## src/rtl/cpu_pkg.sv

```systemverilog
// Shared CPU definitions: NOP encoding, opcode constants, bus source codes
// and the fetch-stage state encoding.
package cpu_pkg;

    // All-zero word: opcode 0 decodes to no assert / no load in decode.
    localparam int unsigned NOP_WORD = 0;

    localparam logic [6:0] OP_MOV = 7'd1;
    localparam logic [6:0] OP_MVI = 7'd2;
    localparam logic [6:0] OP_ADD = 7'd96;
    localparam logic [6:0] OP_SUB = 7'd97;
    localparam logic [6:0] OP_INC = 7'd98;
    localparam logic [6:0] OP_DEC = 7'd99;
    localparam logic [6:0] OP_SHL = 7'd100;
    localparam logic [6:0] OP_SHR = 7'd101;
    localparam logic [6:0] OP_AND = 7'd102;
    localparam logic [6:0] OP_OR  = 7'd103;
    localparam logic [6:0] OP_XOR = 7'd104;
    localparam logic [6:0] OP_NOT = 7'd105;

    localparam logic [3:0] SRC_ALU = 4'd8;
    localparam logic [3:0] SRC_IMM = 4'd5;

    typedef enum logic [1:0] {
        ST_IDLE  = 2'd0,
        ST_FETCH = 2'd1,
        ST_FLUSH = 2'd2
    } fetch_state_e;

endpackage

```

## src/rtl/fetch_fifo.sv

```systemverilog
// Prefetch FIFO holding {word, pc} entries between memory and decode.
// Ports: clk, rst_n (sync, active low), push/din write, pop reads head_c,
// flush empties, full/empty/count status.
module fetch_fifo #(
    parameter int unsigned WIDTH = 32,
    parameter int unsigned DEPTH = 2
) (
    input  logic                       clk,
    input  logic                       rst_n,
    input  logic                       push,
    input  logic                       pop,
    input  logic                       flush,
    input  logic [WIDTH-1:0]           din,
    output logic [WIDTH-1:0]           head_c,
    output logic                       full,
    output logic                       empty,
    output logic [$clog2(DEPTH):0]     count
);

    localparam int unsigned PW = $clog2(DEPTH);
    localparam int unsigned CW = PW + 1;

    logic [WIDTH-1:0] mem [DEPTH];
    logic [PW-1:0]    wr_ptr;
    logic [PW-1:0]    rd_ptr;

    assign head_c = mem[rd_ptr];
    assign full   = (count == CW'(DEPTH));
    assign empty  = (count == '0);

    // Pointers wrap naturally at the power-of-two depth.
    always_ff @(posedge clk) begin
        if (!rst_n || flush) begin
            wr_ptr <= '0;
            rd_ptr <= '0;
            count  <= '0;
        end else begin
            if (push) begin
                mem[wr_ptr] <= din;
                wr_ptr      <= wr_ptr + PW'(1);
            end
            if (pop) begin
                rd_ptr <= rd_ptr + PW'(1);
            end
            count <= count + CW'(push) - CW'(pop);
        end
    end

endmodule

```

## src/rtl/pipe_fetch.sv

```systemverilog
// Instruction-fetch stage: owns the fetch PC, runs req/ack to instruction
// memory, buffers words in fetch_fifo and feeds decode, inserting NOP
// bubbles on empty buffer or redirect.
// Ports: clk, rst_n (sync, active low); MemReq/MemAddr/MemAck/MemData memory
// handshake; Stall from decode; JumpEn/JumpAddr redirect;
// PipeOut/PipeValid/PcOut registered decode interface.
module pipe_fetch
    import cpu_pkg::*;
#(
    parameter int unsigned DATA_WIDTH = 16,
    parameter int unsigned ADDR_WIDTH = 16,
    parameter int unsigned DEPTH      = 2
) (
    input  logic                  clk,
    input  logic                  rst_n,
    output logic                  MemReq,
    output logic [ADDR_WIDTH-1:0] MemAddr,
    input  logic                  MemAck,
    input  logic [DATA_WIDTH-1:0] MemData,
    input  logic                  Stall,
    input  logic                  JumpEn,
    input  logic [ADDR_WIDTH-1:0] JumpAddr,
    output logic [DATA_WIDTH-1:0] PipeOut,
    output logic                  PipeValid,
    output logic [ADDR_WIDTH-1:0] PcOut
);

    localparam int unsigned EW = DATA_WIDTH + ADDR_WIDTH;
    localparam int unsigned CW = $clog2(DEPTH) + 1;

    fetch_state_e          state_q, state_d;
    logic [ADDR_WIDTH-1:0] fetch_pc_q, fetch_pc_d;
    logic                  req_q, req_d;
    logic [ADDR_WIDTH-1:0] addr_q, addr_d;
    logic [DATA_WIDTH-1:0] out_q, out_d;
    logic                  valid_q, valid_d;
    logic [ADDR_WIDTH-1:0] pc_out_q, pc_out_d;

    logic          push, pop, flush;
    logic [EW-1:0] head;
    logic          fifo_full, fifo_empty;
    logic [CW-1:0] fifo_count;
    logic          ack;

    assign MemReq    = req_q;
    assign MemAddr   = addr_q;
    assign PipeOut   = out_q;
    assign PipeValid = valid_q;
    assign PcOut     = pc_out_q;

    // Acks are only meaningful while a request is outstanding.
    assign ack = MemAck && req_q;

    fetch_fifo #(
        .WIDTH (EW),
        .DEPTH (DEPTH)
    ) u_fifo (
        .clk    (clk),
        .rst_n  (rst_n),
        .push   (push),
        .pop    (pop),
        .flush  (flush),
        .din    ({MemData, fetch_pc_q}),
        .head_c (head),
        .full   (fifo_full),
        .empty  (fifo_empty),
        .count  (fifo_count)
    );

    // Next-state, PC, request and output-register logic.
    always_comb begin
        state_d    = state_q;
        fetch_pc_d = fetch_pc_q;
        req_d      = req_q;
        addr_d     = addr_q;
        out_d      = out_q;
        valid_d    = valid_q;
        pc_out_d   = pc_out_q;
        push       = 1'b0;
        pop        = 1'b0;
        flush      = 1'b0;

        case (state_q)
            ST_IDLE: begin
                state_d = ST_FETCH;
            end
            ST_FETCH: begin
                if (JumpEn) begin
                    // Outstanding request cannot be withdrawn: drain it in FLUSH.
                    if (req_q && !ack) begin
                        state_d = ST_FLUSH;
                    end else begin
                        req_d = 1'b0;
                    end
                end else if (ack) begin
                    push       = 1'b1;
                    fetch_pc_d = fetch_pc_q + ADDR_WIDTH'(1);
                    req_d      = 1'b0;
                end else if (!req_q && (fifo_count < CW'(DEPTH))) begin
                    req_d  = 1'b1;
                    addr_d = fetch_pc_q;
                end
            end
            ST_FLUSH: begin
                if (ack) begin
                    req_d   = 1'b0;
                    state_d = ST_FETCH;
                end
            end
            default: begin
                state_d = ST_IDLE;
            end
        endcase

        // Redirect beats stall; the newest jump target always wins.
        if (JumpEn) begin
            flush      = 1'b1;
            fetch_pc_d = JumpAddr;
            out_d      = DATA_WIDTH'(NOP_WORD);
            valid_d    = 1'b0;
            pc_out_d   = '0;
        end else if (!Stall) begin
            if (!fifo_empty) begin
                pop      = 1'b1;
                out_d    = head[ADDR_WIDTH +: DATA_WIDTH];
                pc_out_d = head[ADDR_WIDTH-1:0];
                valid_d  = 1'b1;
            end else begin
                out_d    = DATA_WIDTH'(NOP_WORD);
                valid_d  = 1'b0;
                pc_out_d = '0;
            end
        end
    end

    // State and output registers with synchronous reset.
    always_ff @(posedge clk) begin
        if (!rst_n) begin
            state_q    <= ST_IDLE;
            fetch_pc_q <= '0;
            req_q      <= 1'b0;
            addr_q     <= '0;
            out_q      <= '0;
            valid_q    <= 1'b0;
            pc_out_q   <= '0;
        end else begin
            state_q    <= state_d;
            fetch_pc_q <= fetch_pc_d;
            req_q      <= req_d;
            addr_q     <= addr_d;
            out_q      <= out_d;
            valid_q    <= valid_d;
            pc_out_q   <= pc_out_d;
        end
    end

    a_no_overflow: assert property (@(posedge clk) disable iff (!rst_n)
        !(push && fifo_full && !pop));

endmodule
```

## config.mk

```make
export PLATFORM = sky130hd
export DESIGN_NAME = pipe_fetch
export DESIGN_NICKNAME = d
export VERILOG_FILES = /design/src/rtl/cpu_pkg.sv /design/src/rtl/fetch_fifo.sv /design/src/rtl/pipe_fetch.sv
export SDC_FILE = /design/constraint.sdc
export NUM_CORES = 1
export LEC_CHECK = 0
export BUFFER_PORTS_ARGS = -buffer_cell sky130_fd_sc_hd__buf_2
export CORE_ASPECT_RATIO = 0.7
export CORE_MARGIN = 2
export CORE_UTILIZATION = 60
export DETAILED_ROUTE_END_ITERATION = 8
export HOLD_SLACK_MARGIN = 0.03
export PLACE_DENSITY = 0.88
export SYNTH_ARGS = -nofsm -noshare
export SYNTH_HDL_FRONTEND = slang
export SYNTH_SLANG_ARGS = --single-unit
export TNS_END_PERCENT = 10
```

## constraint.sdc

```tcl
create_clock -name clk -period 10 [get_ports clk]
set_input_delay 1 -clock clk [delete_from_list [all_inputs] [get_ports clk]]
set_output_delay 1 -clock clk [all_outputs]
set_load 0.03 [all_outputs]
```

# Yosys cells after proc, flatten, opt, wreduce, memory -nomap -nowiden
# Memories as Yosys holds them, arrays and structs flattened. A register that Yosys moved wholly into a read port is not among the register bits.
# Index checks and enable logic that the tools add are counted.
# op_classes
add_sub_neg,5
order_cmp,1
eq_ne,7
muxes,27
bitwise_logic,3
n_reduce_logical,17
# op_table
op,n
$mux 16,5
$mux 1,17
$add 16x1->16 const B,1
$reduce_and 4->1,2
$mux 2,3
$ne 2x2->1 const B,3
$pmux 2 s3,1
$reduce_bool 2->1,3
$logic_not 2->1,2
$ne 4x4->1 const B,1
$logic_and 1x1->1,3
$logic_not 1->1,3
$ne 3x3->1 const B,1
$not 1->1,3
$reduce_and 3->1,1
$add 1x1->1 const B,2
$add 2x1->2,1
$eq 2x1->1 const B,1
$eq 2x2->1 const B,1
$lt 2x2->1 const B,1
$pmux 1 s2,1
$reduce_and 2->1,1
$reduce_or 2->1,1
$sub 2x1->2,1
$logic_or 1x1->1,1
# totals
regBits,72
ram_bits,64
inputBits,37
output_inout_bits,50
wordCells,71
memories,1
# memory_table
memory,depth,word_bits,rd,rd_clocked_by_memory_dff,wr,line_no,rtl
u_fifo.mem,2,32,1,1,1,fetch_fifo.sv:23,logic [WIDTH-1:0] mem [DEPTH];

# Longest topological paths before layout
# depth
word_depth,7
depth_mapped,9
mapped_depth_nobuf,8

# Hierarchy
# Synthesis repeated with hierarchy kept, for this count alone.
# unflattened
cells_unflattened,411
area_unflattened_um2,5412.7
# modules_own_cells
module,n_inst,cells_per_inst,area_per_inst_um2
pipe_fetch,1,288,2717.6
fetch_fifo,1,123,2695.1

# Least setup slack after synthesis
# Ideal clock, no wire load.
# synth_timing
path_kind,input -> register
from,input port MemAck
to,"memory u_fifo.mem[0][0], enable pin"
arrival_time_ns,3.650
required_ns,9.539
path_slack_ns,5.889
cell_stages,3
path_buffers,1
cell_sequence,nand4b_4 -> clkbuf_1 -> nor3_1
# synth_between
elab_chain_cells,7
# synth_rtl
element,line_no,rtl
"start, declared",pipe_fetch.sv:18,"input logic MemAck,"
$logic_and 1x1->1,pipe_fetch.sv:52,assign ack = MemAck && req_q;
$mux 1,pipe_fetch.sv:95,end else if (ack) begin
$mux 1,pipe_fetch.sv:88,if (JumpEn) begin
$mux 1,pipe_fetch.sv:83,case (state_q)
$mux 1,fetch_fifo.sv:38,if (push) begin
$mux 1,fetch_fifo.sv:33,if (!rst_n || flush) begin
$mux 1 (not written as such),fetch_fifo.sv:39,mem[wr_ptr] <= din;
"end, declared",fetch_fifo.sv:23,
# No other way between the ends.

# Worst setup path in the final report
# layout_timing
from,input port JumpEn
to,"memory u_fifo.mem[1][21], enable pin"
# layout_between
elab_chain_cells,5
# layout_rtl
element,line_no,rtl
"start, declared",pipe_fetch.sv:21,"input logic JumpEn,"
$mux 1,pipe_fetch.sv:88,
$mux 1,pipe_fetch.sv:83,
$mux 1,fetch_fifo.sv:38,
$mux 1 *,fetch_fifo.sv:33,
$mux 1 (not written as such) *,fetch_fifo.sv:39,
# Mark *: on every way between the ends. The rest lies on a longest branch, timed or not.

==> impl_metrics.csv <==
group,metric,value,unit
sta,rsz0062_at_grt,"no",
cells_and_area,nets,539,
cells_and_area,seq_area,0.003383,mm^2
global_route,grt_max_degree,40,
clock_network,cts_tree,"done",
clock_network,path_clk_slew,0.05,ns
cells_and_area,layout_common_cells,"buf_2, dfxtp_1, edfxtp_1",
clock_network,clock-root-buffer,"clkbuf_16",
route,routedWlPerCell,17.91,um
cells_and_area,multi_input_area,0.001683,mm^2
route,drc,0,
sta,worstMarginPinSlew,0.9660,ns
power,total_power,0.001283,W
sta,fin_worst_hold_slack,0.4885,ns
clock_network,hold_buffers,0,
sta,max-slew-margin-rel,35.60,%
place,pre_cts_slack,6.919,ns
synth,synth_edf_count,64,
power,p_per_area,204.1,mW/mm^2
synth,postSynthAreaPerCell,12.52,um^2
clock_network,post_cts_resized,0,
cells_and_area,final_cell_area,0.006285,mm^2
power,power.leakage,2.455,nW
clock_network,cts_buffers,17,
route,postRouteAntennaNets,0,
cells_and_area,mostFrequentLayoutCell,"buf_2",
sta,setup_slack,7.211,ns
critical_path,crit_path_start_kind,"primary input",
global_route,grt_use_total,24.43,%
cells_and_area,fill_cells,573,
cells_and_area,diodes,0,
place,routabilityCongestion,0.8342,
critical_path,critPathArrivalTime,2.84,ns
floorplan,io_pins,87,
place,io_buffers,86,
run_status,status,"finished, final reports clean",
global_route,gr-total-overflow,0,
synth,syn-cell-area,0.005171,mm^2
critical_path,critPathRequiredTime,10.05,ns
critical_path,worst_setup_path_end_kind,"flip-flop",
synth,ys_ff_latch,137,
clock_network,cts_max_level,4,
route,drtPass1Iterations,4,
synth,syn_nets,453,
sta,period_minus_slack,2.789,ns
global_route,grt_pass1_vias,3394,
route,viasPerCell,5.768,
floorplan,initial_core_util,61.50,%
floorplan,fp.dieH,81.68,um
floorplan,die_area,0.009389,mm^2
floorplan,die_x,115.0,um
synth,ys.flop_type,"dfxtp_1",
clock_network,worst_skew_pair.late_latency,0.40,ns
place,place_area,0.005692,mm^2
synth,async_reset_ff_share,0,%
min_path,worstHoldPathType,"reg -> reg",
synth,synthCells,413,
sta,finalCritPeriodShare,27.89,%
place,hpwl,6.706,mm
power,ir_drop,169.2,uV
sta,fin_setup_tns,0,ns
cells_and_area,drive_gt1_share,30.33,%
sta,finClkSkew,0.003283,ns
synth,synth_seq_area_share,65.42,%
global_route,grt_pass1_wl,17.08,mm
floorplan,core_region_area,0.008408,mm^2
clock_network,postCtsSetupBuffers,0,
sta,finalSetupViolCount,0,
global_route,antenna_found_initial,0,
floorplan,num_rows,28,
clock_network,clockBufferDepth,2,
route,finalWirelength,11.03,mm
cells_and_area,synthToLayoutAreaGrowth,21.53,%
flow_run,maxCapViolCount,0,
sta,hold_viol_final,0,
critical_path,crit_type,"in -> reg",
clock_network,cts_sinks,137,
synth,synth.distinct_cells,35,
route,via_count,3553,
critical_path,cp_max_fo,39,
synth,ys_warn_count,0,
sta,slew_viol_final,0,
sta,maxClockFrequency,358.5,MHz
route,dr.first_iter.drc_count,301,
state kept, by name (all words and copies together) (netlist names), named ones only:
| signal | count |
|---|---|
| u_fifo.rd_ptr | 1 |
| MemReq | 1 |
| fetch_pc_q | 16 |
| state_q | 2 |
| PcOut | 16 |
| u_fifo.wr_ptr | 1 |
| PipeValid | 1 |
| u_fifo.count | 2 |
| PipeOut | 16 |
| u_fifo.mem | 64 |
| MemAddr | 16 |
synthesized netlist by cell type (all sizes together), types with 4 or more instances:
| cell | instances | area, um^2 |
|---|---|---|
| inv | 7 | 26.28 |
| or3 | 4 | 30.03 |
| a22oi | 33 | 247.7 |
| clkbuf | 18 | 67.56 |
| a21oi | 11 | 55.05 |
| mux2 | 33 | 371.6 |
| buf | 6 | 23.77 |
| o21ai | 16 | 80.08 |
| nand2 | 13 | 48.80 |
| nor3 | 7 | 35.03 |
| dfxtp | 73 | 1461 |
| a31oi | 5 | 31.28 |
| edfxtp | 64 | 1922 |
| mux2i | 17 | 170.2 |
| nand3 | 5 | 25.02 |
| xnor2 | 10 | 87.58 |
| nor2 | 61 | 229.0 |
routing by layer:
metal  global-route usage (%)  vias up  part of all wire, %
li1                         -     1678                    -
met1                    32.45     1728                   44
met2                    39.24      141                   49
met3                    8.413        6                  6.5
met4                    5.904        0                 0.41
met5                        0        -                    0
kinds of logic (layout without fill, tap and decap cells):
| kind of cell | after synthesis | after routing | synth area share (%) |
|---|---|---|---|
| multiplexers | 50 | 50 | 10.48 |
| buffers and inverters | 31 | 129 | 2.274 |
| flip-flops | 137 | 137 | 65.42 |
| AND/OR/NAND/NOR | 108 | 108 | 9.968 |
| AO/OA/AOI/OAI | 71 | 71 | 8.928 |
| adder cells (fa/ha/maj) | 3 | 3 | 0.7259 |
| XOR/XNOR | 13 | 13 | 2.202 |
through the flow:
| step | cells | util (%) |
|---|---|---|
| global placement | 585 | 67.69 |
| detailed placement | 585 | 67.69 |
| finish | 616 | 74.75 |
| CTS | 616 | 74.75 |
| global route | 616 | 74.75 |
| floorplan | 413 | - |
critical path, cell delays in order:
cell     delay [ns]
buf_2          0.13
inv_1          0.61
nand2_1        0.15
buf_4          0.32
nor3_2         0.17
buf_4          0.44
where the power goes:
part | leakage, nW | switching (W) | internal, W
combinational | 1.00 | 0.0000294 | 0.0000179
sequential | 1.17 | 0.0000132 | 0.000595
clock | 0.282 | 0.000213 | 0.000414
path summary, 6_finish.rpt:
check | start | to | slack, ns | cells after the start
max reg2reg | MemReq$_SDFFE_PN0P_ | fetch_pc_q[13]$_SDFFE_PN0P_ | 7.95 | 4
max | JumpEn | u_fifo.mem[1][21]$_DFFE_PP_ | 7.21 | 6
min | MemAddr[12]$_SDFFE_PN0P_ | MemAddr[12]$_SDFFE_PN0P_ | 0.49 | 2
min reg2reg | MemAddr[12]$_SDFFE_PN0P_ | MemAddr[12]$_SDFFE_PN0P_ | 0.49 | 2
area by class of cell:
class | count | share of cell area (%)
Clock buffer | 22 | 7.067
Sequential cell | 137 | 53.83
Clock inverter | 9 | 2.369
Inverter | 7 | 0.4181
Timing Repair Buffer | 91 | 7.446
Tap cell | 105 | 2.090
Multi-Input combinational cell | 245 | 26.78
No activity file was read; power rests on OpenSTA's default activity.
